## src/rtl/simon_btn_conditioner.sv

```systemverilog
// ============================================================================
//  Module   : simon_btn_conditioner
//  Purpose  : Synchronise, debounce and press-track the four Simon buttons,
//             emitting one colour-coded strobe per clean single-button press.
//  Revision : 1.0  initial release
// ============================================================================
`default_nettype none

module simon_btn_conditioner #(
    parameter int DB_CYCLES = 16,
    parameter int CW        = 16
) (
    input  logic       Clk,
    input  logic       Reset_n,
    input  logic       Btn_U,
    input  logic       Btn_R,
    input  logic       Btn_D,
    input  logic       Btn_L,
    input  logic       Clear,
    output logic       press_pulse,
    output logic [2:0] press_code,
    output logic       multi_err,
    output logic [3:0] btn_level,
    output logic       any_held
);

    localparam logic [CW-1:0] C_DB_LAST = CW'(DB_CYCLES - 1);

    typedef enum logic [0:0] {
        ST_IDLE = 1'b0,
        ST_HELD = 1'b1
    } state_t;

    logic [3:0] w_btn_raw;
    logic [3:0] w_stable;

    assign w_btn_raw = {Btn_L, Btn_D, Btn_R, Btn_U};

    generate
        for (genvar i = 0; i < 4; i++) begin : g_btn
            logic          sync1_q;
            logic          sync2_q;
            logic          stable_q;
            logic          stable_d;
            logic [CW-1:0] cnt_q;
            logic [CW-1:0] cnt_d;

            always_ff @(posedge Clk or negedge Reset_n) begin
                if (!Reset_n) begin
                    sync1_q  <= 1'b0;
                    sync2_q  <= 1'b0;
                    stable_q <= 1'b0;
                    cnt_q    <= '0;
                end else begin
                    sync1_q  <= w_btn_raw[i];
                    sync2_q  <= sync1_q;
                    stable_q <= stable_d;
                    cnt_q    <= cnt_d;
                end
            end

            // Counter only runs while the input disagrees with the debounced level
            always_comb begin
                stable_d = stable_q;
                cnt_d    = '0;
                if (sync2_q != stable_q) begin
                    if (cnt_q == C_DB_LAST) begin
                        stable_d = sync2_q;
                    end else begin
                        cnt_d = cnt_q + 1'b1;
                    end
                end
            end

            assign w_stable[i] = stable_q;
        end
    endgenerate

    logic [3:0] btn_level_q;
    state_t     state_q;
    state_t     state_d;
    logic       press_pulse_q;
    logic       press_pulse_d;
    logic       multi_err_q;
    logic       multi_err_d;
    logic [2:0] press_code_q;
    logic [2:0] press_code_d;
    logic       w_one_hot;
    logic [2:0] w_enc;

    assign w_one_hot = ((btn_level_q & (btn_level_q - 4'd1)) == 4'd0);

    always_comb begin
        w_enc = 3'd0;
        case (btn_level_q)
            4'b0001: w_enc = 3'd1;
            4'b0010: w_enc = 3'd2;
            4'b0100: w_enc = 3'd3;
            4'b1000: w_enc = 3'd4;
            default: w_enc = 3'd0;
        endcase
    end

    always_ff @(posedge Clk or negedge Reset_n) begin
        if (!Reset_n) begin
            btn_level_q   <= 4'd0;
            state_q       <= ST_IDLE;
            press_pulse_q <= 1'b0;
            multi_err_q   <= 1'b0;
            press_code_q  <= 3'd0;
        end else begin
            btn_level_q   <= w_stable;
            state_q       <= state_d;
            press_pulse_q <= press_pulse_d;
            multi_err_q   <= multi_err_d;
            press_code_q  <= press_code_d;
        end
    end

    always_comb begin
        state_d       = state_q;
        press_pulse_d = 1'b0;
        multi_err_d   = 1'b0;
        press_code_d  = press_code_q;
        case (state_q)
            ST_IDLE: begin
                if (btn_level_q != 4'd0) begin
                    state_d = ST_HELD;
                    if (w_one_hot) begin
                        press_pulse_d = 1'b1;
                        press_code_d  = w_enc;
                    end else begin
                        multi_err_d = 1'b1;
                    end
                end
            end
            ST_HELD: begin
                if (btn_level_q == 4'd0) begin
                    state_d = ST_IDLE;
                end
            end
            default: state_d = ST_IDLE;
        endcase
        // A button already down at Clear must not turn into a fresh press
        if (Clear) begin
            press_code_d  = 3'd0;
            press_pulse_d = 1'b0;
            multi_err_d   = 1'b0;
            state_d       = any_held ? ST_HELD : ST_IDLE;
        end
    end

    assign press_pulse = press_pulse_q;
    assign multi_err   = multi_err_q;
    assign press_code  = press_code_q;
    assign btn_level   = btn_level_q;
    assign any_held    = |btn_level_q;

endmodule

`default_nettype wire
```

## config.mk

```make
export PLATFORM = sky130hd
export DESIGN_NAME = simon_btn_conditioner
export DESIGN_NICKNAME = d
export VERILOG_FILES = /design/src/rtl/simon_btn_conditioner.sv
export SDC_FILE = /design/constraint.sdc
export NUM_CORES = 1
export LEC_CHECK = 0
export ABC_AREA = 1
export BUFFER_PORTS_ARGS = -buffer_cell sky130_fd_sc_hd__buf_2
export CAP_MARGIN = 20
export CORE_UTILIZATION = 30
export CTS_CLUSTER_DIAMETER = 30
export CTS_CLUSTER_SIZE = 30
export DETAILED_ROUTE_END_ITERATION = 8
export GPL_TIMING_DRIVEN = 0
export PLACE_DENSITY = 0.41
export SLEW_MARGIN = 30
export SYNTH_ARGS = -nofsm -noshare
export SYNTH_HDL_FRONTEND = slang
export SYNTH_SLANG_ARGS = --single-unit
```

## constraint.sdc

```tcl
create_clock -name Clk -period 2 [get_ports Clk]
set_clock_uncertainty 0.15 [all_clocks]
set_input_delay 0.1 -clock Clk [delete_from_list [all_inputs] [get_ports Clk]]
set_output_delay 0.1 -clock Clk [all_outputs]
set_load 0.1 [all_outputs]
```

==> results of run 1 <==
[routing by layer]
metal  GRT usage  up-vias
li1            -     1861
met1       0.186     1656
met2       0.228       44
met3      0.0438        5
met4      0.0339        0
met5           0        -
[state kept, by name (all words and copies together), names as in the netlist]
name,cells
g_btn.stable_q,4
press_code,3
press_pulse,1
state_q,1
g_btn.sync1_q,4
g_btn.cnt_q,64
g_btn.sync2_q,4
btn_level,4
multi_err,1
[cell type report]
class	count	area [um^2]
Multi-Input combinational cell	425	2040
Sequential cell	86	2160
Clock inverter	1	5.00
Buffer	4	26.3
Fill cell	1503	9020
Clock buffer	15	278
Tap cell	180	225
Inverter	48	180
Timing Repair Buffer	23	166
[synth_stat cells, drive strengths merged]
library cell	instances
nor2	152
nand2	143
dfrtp	86
inv	48
nand3	42
nand4	24
xor2	16
nor3	12
o21ai	8
a21oi	7
o21bai	7
xnor2	5
buf	4
ha	4
nor3b	4
nand3b	1
[worst paths after layout]
path | cells past startpoint | endpoint
max in group asynchronous | 3 | btn_level[0]$_DFF_PN0_
setup / recovery | 5 | any_held
setup reg to reg | 6 | g_btn[2].cnt_q[3]$_DFF_PN0_
min in group Clk | 0 | g_btn[1].sync2_q$_DFF_PN0_
hold / removal | 2 | g_btn[1].cnt_q[11]$_DFF_PN0_
hold reg to reg | 0 | g_btn[1].sync2_q$_DFF_PN0_
[cell families after synthesis]
kind of cell             after synthesis  share of synthesized area
AO/OA/AOI/OAI                         22                     0.0299
XOR/XNOR                              21                     0.0419
adder cells (fa/ha/maj)                4                     0.0114
buffers and inverters                 52                     0.0470
flip-flops                            86                      0.490
AND/OR/NAND/NOR                      378                      0.380
[what timing repair did]
item	CTS	global route
setup buffers	0	0
hold buffers	6	0
hold endpoints to repair	95	0
[through the flow]
stage	util	cell area, um^2	setup TNS (ns)	hold WS (ns)	total power, mW
global placement	0.334	4700	-23.64	0.0579	1.95
CTS	0.360	5070	0	0.146	3.62
global route	0.360	5070	0	0.173	3.69
floorplan	-	4400	0	-0.346	1.88
detailed placement	0.336	4730	0	-0.0607	1.96
finish	0.360	5070	0	0.122	3.54
[power breakdown]
group          total (mW)  internal [mW]  switching (mW)
clock                1.61          0.944           0.668
sequential           1.79           1.77          0.0261
combinational       0.132         0.0423          0.0897
[worst max-delay path, stage by stage (launching register included)]
cell	delay [ns]
dfrtp_2	0.44
nor2_2	0.17
inv_1	0.05
nor2_1	0.15
inv_1	0.08
buf_2	0.29
==> results.sh, run 1 <==
export IMPL_critPathLaunch="btn_level[3]$_DFF_PN0_"
export IMPL_yosysTopAreaCell="dfrtp_1"
export IMPL_die_width_um=123
export IMPL_h_tree_depth=3
export IMPL_setup_viol=0
export IMPL_min_path_type="input pin to async pin"
export IMPL_overflow=0
export IMPL_r2r_setup_slack_ns=0.35
export IMPL_cts_buffers=9
export IMPL_cts_tree="yes"
export IMPL_synth_top_cell_area_share=0.490
export IMPL_routed_wl_mm=9.51
export IMPL_max_freq_mhz=561
export IMPL_hold_violations=0
export IMPL_path_max_fanout=4
export IMPL_synth_area_top_cells="dfrtp_1, nor2_1, nand2_1"
export IMPL_avgSynthCellArea_um2=7.80
export IMPL_rr_startpoint="g_btn[2].cnt_q[0]$_DFF_PN0_"
export IMPL_max_cap_violations=0
export IMPL_cts_buffer_depth=2
export IMPL_final_common_cell="nor2_1"
export IMPL_synth_cell_type_count=24
export IMPL_ys_ff_latch=86
export IMPL_ant_nets=0
export IMPL_drive_above_1_share=0.116
export IMPL_first_global_vias=3459
export IMPL_dp_hpwl_mm=6.90
export IMPL_drtIter0Drc=177
export IMPL_antenna_found_initial=0
export IMPL_cts_resized_gates=0
export IMPL_met2_length_mm=4.24
export IMPL_die_h_um=123
export IMPL_drc=0
export IMPL_setup_slack_ns=0.217
export IMPL_slew_viol_final=0
export IMPL_crit_required_ns=1.75
export IMPL_grt_pass1_wl_mm=16.5
export IMPL_num_antenna_cells=0
export IMPL_core_area_um2=14100
export IMPL_leakagePower_nw=2.22
export IMPL_grt_usage=0.142
export IMPL_port_buffers=16
export IMPL_slew_headroom=0.660
export IMPL_clk_latency_ns=0.34
export IMPL_synth_nets=574
export IMPL_met3_length_um=378
export IMPL_dp_cells=760
export IMPL_routedWlPerCell_um=12.2
export IMPL_syn_area_um2=4390
export IMPL_crit_type="register to output pin"
export IMPL_ir_drop_uv=483
export IMPL_vias=3566
export IMPL_critPathArrivalTime_ns=1.53
export IMPL_cp_start_kind="register"
export IMPL_rsz0062_at_grt="false"
export IMPL_dieArea_um2=15100
export IMPL_place_gp_congestion=0.791
export IMPL_cts_root_buf="clkbuf_16"
export IMPL_final_cell_mix="nor2_1, nand2_1, dfrtp_1"
export IMPL_syn_to_final_growth_pct=15.5
export IMPL_syn_inst=563
export IMPL_worstMarginPinSlew_ns=0.514
export IMPL_grt_max_degree=51
export IMPL_status="finished, final reports clean"
export IMPL_drt_met1_wl_mm=4.80
export IMPL_fin_crit_sh=0.892
export IMPL_dp_slack_ns=0.332
export IMPL_seq_area_frac_synth=0.490
export IMPL_cp_end_kind="output pin"
export IMPL_drt_first_pass_iters=5
export IMPL_start_util=0.312
export IMPL_clk_pin_slew_worst_paths_ns=0.06
export IMPL_cellPowerDensity_nw_per_um2=697
export IMPL_ys_warn_count=0
export IMPL_rows=43
export IMPL_top_layer="met4"
export IMPL_fin_crit_ns=1.78
export IMPL_ios=17
export IMPL_instances_no_fill=782
export IMPL_avgViaCountPerCell=4.56
export IMPL_cts_sinks=86
export IMPL_nets=608
(Power assumes the default switching activity.)
==> inputs of run 2 (changes only) <==
--- a/config.mk
+++ b/config.mk
@@ -14,6 +14,7 @@
 export DETAILED_ROUTE_END_ITERATION = 8
 export GPL_TIMING_DRIVEN = 0
 export PLACE_DENSITY = 0.41
+export REMOVE_ABC_BUFFERS = 1
 export SLEW_MARGIN = 30
 export SYNTH_ARGS = -nofsm -noshare
 export SYNTH_HDL_FRONTEND = slang
==> results.sh, run 2 (synthesized netlist as in run 1, its figures left out) <==
export IMPL_status="finished, final reports clean"
export IMPL_drive_above_1_share=0.109
export IMPL_comb_power_share=0.033
export IMPL_cts_sinks=86
export IMPL_final_cell_mix="nor2_1, nand2_1, dfrtp_1"
export IMPL_p_int_mw=3.10
export IMPL_final_common_cell="nor2_1"
export IMPL_p_total_mw=3.92
export IMPL_core_area_um2=14100
export IMPL_largest_register_ffs=64
export IMPL_ff_latch_area_um2=2150
export IMPL_die_h_um=123
export IMPL_grt_usage=0.140
export IMPL_start_util=0.312
export IMPL_max_freq_mhz=553
export IMPL_rsz0062_at_grt="false"
export IMPL_overflow=0
export IMPL_drtIter0Drc=177
export IMPL_dp_cells=756
export IMPL_min_path_type="input pin to async pin"
export IMPL_cts_root_buf="clkbuf_16"
export IMPL_critPathArrivalTime_ns=1.56
export IMPL_ir_drop_uv=480
export IMPL_cts_setup_buffers=0
export IMPL_num_antenna_cells=0
export IMPL_drc=0
export IMPL_pwr_share_seq=0.458
export IMPL_syn_to_final_growth_pct=16.6
export IMPL_cp_end_kind="output pin"
export IMPL_fillCellCount=1535
export IMPL_dp_hpwl_mm=6.88
export IMPL_die_width_um=123
export IMPL_multi_input_area_um2=2040
export IMPL_cts_tree="yes"
export IMPL_cellPowerDensity_nw_per_um2=764
export IMPL_rows=43
export IMPL_nets=604
export IMPL_antenna_found_initial=0
export IMPL_avgViaCountPerCell=4.57
export IMPL_cp_start_kind="register"
export IMPL_grt_max_degree=49
export IMPL_crit_type="register to output pin"
export IMPL_h_tree_depth=3
export IMPL_first_global_vias=3249
export IMPL_place_gp_congestion=0.770
export IMPL_clk_pin_slew_worst_paths_ns=0.06
export IMPL_ant_nets=0
export IMPL_cts_buffer_depth=2
export IMPL_regMostFlops="g_btn.cnt_q"
export IMPL_routedWlPerCell_um=12.1
export IMPL_p_sw_mw=0.820
export IMPL_slew_headroom=0.664
export IMPL_crit_required_ns=1.75
export IMPL_worstMarginPinSlew_ns=0.508
export IMPL_p_clk_frac=0.509
export IMPL_dieArea_um2=15100
export IMPL_fin_crit_sh=0.905
export IMPL_drt_first_pass_iters=6
export IMPL_path_max_fanout=5
export IMPL_port_buffers=16
export IMPL_clk_latency_ns=0.35
export IMPL_vias=3553
export IMPL_critPathLaunch="btn_level[2]$_DFF_PN0_"
export IMPL_cts_buffers=9
export IMPL_rr_startpoint="g_btn[1].cnt_q[0]$_DFF_PN0_"
export IMPL_routed_wl_mm=9.43
export IMPL_setup_viol=0
export IMPL_switching_share=0.209
export IMPL_leakagePower_nw=2.24
export IMPL_slew_viol_final=0
export IMPL_hold_violations=0
export IMPL_grt_pass1_wl_mm=16.0
export IMPL_instances_no_fill=778
export IMPL_ios=17
export IMPL_max_cap_violations=0
export IMPL_fin_crit_ns=1.81
run 2: metrics by stage:
stage	TNS [ns]	worst slack [ns]	util	area (um^2)	hold slack, ns
3_3_place_gp	-20.36	-0.244	0.332	4670	0.0592
3_5_place_dp	0	0.355	0.334	4710	-0.109
2_1_floorplan	-0.107	-0.107	-	4370	-0.346
5_1_grt	0	0.0747	0.364	5120	0.109
4_1_cts	0	0.150	0.364	5120	0.0816
6_report	0	0.190	0.364	5120	0.0701
run 2: repair_timing:
action,4_1_cts,5_1_grt
endpoints found under the setup margin,0,0
gates resized for setup,0,0
hold endpoints to repair,95,0
hold buffers,6,0
run 2: final timing paths:
check / endpoint / slack (ns) / depth (start not counted)
setup / recovery: any_held / 0.19 / 5
hold / removal: g_btn[1].cnt_q[12]$_DFF_PN0_ / 0.07 / 2
setup reg to reg: g_btn[1].cnt_q[0]$_DFF_PN0_ / 0.37 / 8
hold reg to reg: g_btn[2].sync2_q$_DFF_PN0_ / 0.20 / 0
max in group asynchronous: g_btn[3].cnt_q[14]$_DFF_PN0_ / 1.06 / 3
min in group Clk: g_btn[2].sync2_q$_DFF_PN0_ / 0.20 / 0
run 2: power by group through the flow:
stage	combinational [mW]	sequential, mW	clock [mW]
floorplan	0.0553	1.82	0
global placement	0.118	1.83	0
detailed placement	0.127	1.83	0
CTS	0.136	1.79	2.09
global route	0.153	1.80	2.14
finish	0.128	1.79	1.99
run 2: layout make-up:
class	instances	share of cell area
flip-flops and latches	86	0.420
multi-input cells	425	0.397
clock buffers	11	0.0493
well taps	180	0.0439
inverters	48	0.0352
repair buffers	23	0.0339
clock inverters	5	0.0205
run 2: critical path, stage by stage (launching register included):
cell and delay, ns:
dfrtp_1 0.45, nor2_2 0.17, inv_1 0.05, nor2_1 0.19, inv_1 0.06, buf_2 0.29
run 2: layer usage:
metal  vias up  track usage  routed length (um)
met5         -            0                   0
li1       1861            -                   -
met4         0       0.0452                 123
met1      1653        0.189                4800
met2        28        0.212                4210
met3        11       0.0438                 293
==> inputs of run 3 (changes only) <==
--- a/config.mk
+++ b/config.mk
@@ -5,14 +5,13 @@
 export SDC_FILE = /design/constraint.sdc
 export NUM_CORES = 1
 export LEC_CHECK = 0
-export ABC_AREA = 1
+export ABC_AREA = 0
 export BUFFER_PORTS_ARGS = -buffer_cell sky130_fd_sc_hd__buf_2
 export CAP_MARGIN = 20
 export CORE_UTILIZATION = 30
 export CTS_CLUSTER_DIAMETER = 30
 export CTS_CLUSTER_SIZE = 30
 export DETAILED_ROUTE_END_ITERATION = 8
-export GPL_TIMING_DRIVEN = 0
 export PLACE_DENSITY = 0.41
 export REMOVE_ABC_BUFFERS = 1
 export SLEW_MARGIN = 30
==> results.sh, run 3 <==
export IMPL_status="finished, final reports clean"
export IMPL_clk_latency_ns=0.34
export IMPL_cts_resized_gates=0
export IMPL_drt_first_pass_iters=4
export IMPL_worstMarginPinSlew_ns=0.511
export IMPL_cellPowerDensity_nw_per_um2=716
export IMPL_drtIter0Drc=117
export IMPL_fin_crit_sh=0.938
export IMPL_grt_max_degree=40
export IMPL_place_gp_congestion=0.742
export IMPL_syn_area_um2=4160
export IMPL_rows=42
export IMPL_overflow=0
export IMPL_ios=17
export IMPL_first_global_vias=2714
export IMPL_max_cap_violations=0
export IMPL_r2r_setup_slack_ns=0.21
export IMPL_synthAdderAreaFrac=0.0144
export IMPL_slew_headroom=0.659
export IMPL_synth_compound_area_frac=0.0258
export IMPL_hold_violations=0
export IMPL_avgSynthCellArea_um2=10.9
export IMPL_antenna_found_initial=0
export IMPL_yosysMostFrequentCell="dfrtp_1"
export IMPL_rsz0062_at_grt="false"
export IMPL_syn_inst=382
export IMPL_ant_nets=0
export IMPL_critPathArrivalTime_ns=1.63
export IMPL_vias=2740
export IMPL_cp_end_kind="output pin"
export IMPL_cp_start_kind="register"
export IMPL_p_total_mw=3.45
export IMPL_die_h_um=120
export IMPL_path_max_fanout=11
export IMPL_seq_area_frac_synth=0.517
export IMPL_leakagePower_nw=1.99
export IMPL_ys_warn_count=0
export IMPL_largest_register_ffs=64
export IMPL_crit_required_ns=1.75
export IMPL_synth_area_top_cells="dfrtp_1, xnor2_1, nor2_1"
export IMPL_ir_drop_uv=427
export IMPL_fin_crit_ns=1.88
export IMPL_cts_buffer_depth=2
export IMPL_synth_top_cell_area_share=0.517
export IMPL_grt_pass1_wl_mm=13.6
export IMPL_cts_buffers=9
export IMPL_dieArea_um2=14400
export IMPL_routedWlPerCell_um=12.7
export IMPL_avgViaCountPerCell=4.60
export IMPL_final_area_um2=4810
export IMPL_muxShareOfSynthArea=0.0108
export IMPL_port_buffers=16
export IMPL_synth_cell_type_count=35
export IMPL_ys_ff_latch=86
export IMPL_routed_wl_mm=7.55
export IMPL_drc=0
export IMPL_cts_tree="yes"
export IMPL_async_flop_share=1.00
export IMPL_regMostFlops="g_btn.cnt_q"
export IMPL_dp_hpwl_mm=4.99
export IMPL_post_dp_cell_area_um2=4480
export IMPL_min_path_type="input pin to async pin"
export IMPL_synth_top_family_by_area="simple AND/OR/NAND/NOR gates"
export IMPL_grt_usage=0.121
export IMPL_drive_above_1_share=0.176
export IMPL_cts_root_buf="clkbuf_16"
export IMPL_setup_viol=0
export IMPL_yosys_area_share_xor_xnor=0.124
export IMPL_max_freq_mhz=533
export IMPL_rr_worst_depth=5
export IMPL_yosysTopAreaCell="dfrtp_1"
export IMPL_core_area_um2=13400
export IMPL_synth_ff_type="dfrtp_1"
export IMPL_h_tree_depth=3
export IMPL_die_width_um=120
export IMPL_synth_common_cells="dfrtp_1, nor2_1, xnor2_1"
export IMPL_syn_to_final_growth_pct=15.5
export IMPL_r2r_end="g_btn[3].cnt_q[11]$_DFF_PN0_"
export IMPL_final_cell_mix="dfrtp_1, nor2_1, xnor2_1"
export IMPL_synth_simple_area_share=0.280
export IMPL_start_util=0.311
export IMPL_setup_tns_final_ns=0
export IMPL_slew_viol_final=0
export IMPL_nets=427
export IMPL_num_antenna_cells=0
export IMPL_clk_pin_slew_worst_paths_ns=0.06
export IMPL_final_common_cell="dfrtp_1"
export IMPL_synth_edf_count=0
export IMPL_cts_sinks=86
export IMPL_rr_startpoint="g_btn[3].cnt_q[0]$_DFF_PN0_"
export IMPL_critPathLaunch="btn_level[0]$_DFF_PN0_"
export IMPL_crit_type="register to output pin"
[run 3: changes by cell type in the layout (fill, tap and decap cells not counted), sizes merged, moves of 8 or more]
cell / before / now
nor2: 152 / 72
nor3: 12 / 20
nand4: 24 / 14
buf: 17 / 25
nand2: 143 / 21
nand3: 42 / 18
inv: 48 / 14
xnor2: 5 / 48
nor4: 0 / 31
[run 3: worst max-delay path by stage]
stage | end | slack [ns] | cells past startpoint
2_1_floorplan | any_held | -0.29 | 2
3_3_place_gp | g_btn[3].cnt_q[3]$_DFF_PN0_ | 0.27 | 5
3_5_place_dp | g_btn[3].cnt_q[5]$_DFF_PN0_ | 0.19 | 5
4_1_cts | any_held | 0.10 | 4
5_1_grt | g_btn[3].cnt_q[11]$_DFF_PN0_ | 0.04 | 5
6_report | any_held | 0.12 | 4
[run 3: repair_timing]
item	4_1_cts	5_1_grt
setup buffers	0	0
setup endpoints to repair	0	0
hold endpoints to repair	46	0
hold buffers	6	0
[run 3: worst max-delay path, stage by stage, from the launching register on]
cell and delay (ns):
dfrtp_1 0.56, nor3_1 0.08, buf_4 0.16, nand2b_1 0.06, buf_2 0.42
[run 3: final cells by class]
| cell class | instances | area (um^2) |
|---|---|---|
| clock inverter | 3 | 21.3 |
| fill | 1357 | 8590 |
| inverter | 14 | 52.6 |
| sequential | 86 | 2150 |
| multi-input combinational | 274 | 1900 |
| clock buffer | 12 | 246 |
| timing repair buffer | 31 | 223 |
| tap | 176 | 220 |
[run 3: routing by layer]
| layer | global-route usage | wire, um |
|---|---|---|
| met1 | 0.159 | 3760 |
| met2 | 0.181 | 3420 |
| met3 | 0.0456 | 262 |
| met5 | 0 | 0 |
| met4 | 0.0422 | 102 |
[run 3: cells by family after synthesis]
group,Yosys count
adder cells (fa/ha/maj),5
AO/OA/AOI/OAI,16
flip-flops,86
AND/OR/NAND/NOR,190
XOR/XNOR,59
buffers and inverters,22
multiplexers,4
[run 3: per-stage QoR]
| stage | hold slack (ns) | std cells | setup WS [ns] | utilization |
|---|---|---|---|---|
| final | 0.126 | 596 | 0.125 | 0.359 |
| after global routing | 0.167 | 596 | 0.0427 | 0.359 |
| after CTS | 0.136 | 596 | 0.102 | 0.359 |
| after detailed placement | -0.0344 | 575 | 0.195 | 0.335 |
| after global placement | -0.0311 | 575 | 0.269 | 0.335 |
| after floorplan | -0.346 | 374 | -0.293 | - |
[run 3: where the power goes]
group / leakage [nW] / switching, mW / internal, mW
registers: 1.17 / 0.0271 / 1.77
clock network: 0.129 / 0.662 / 0.869
logic: 0.689 / 0.0769 / 0.0439
total: 1.99 / 0.766 / 2.68
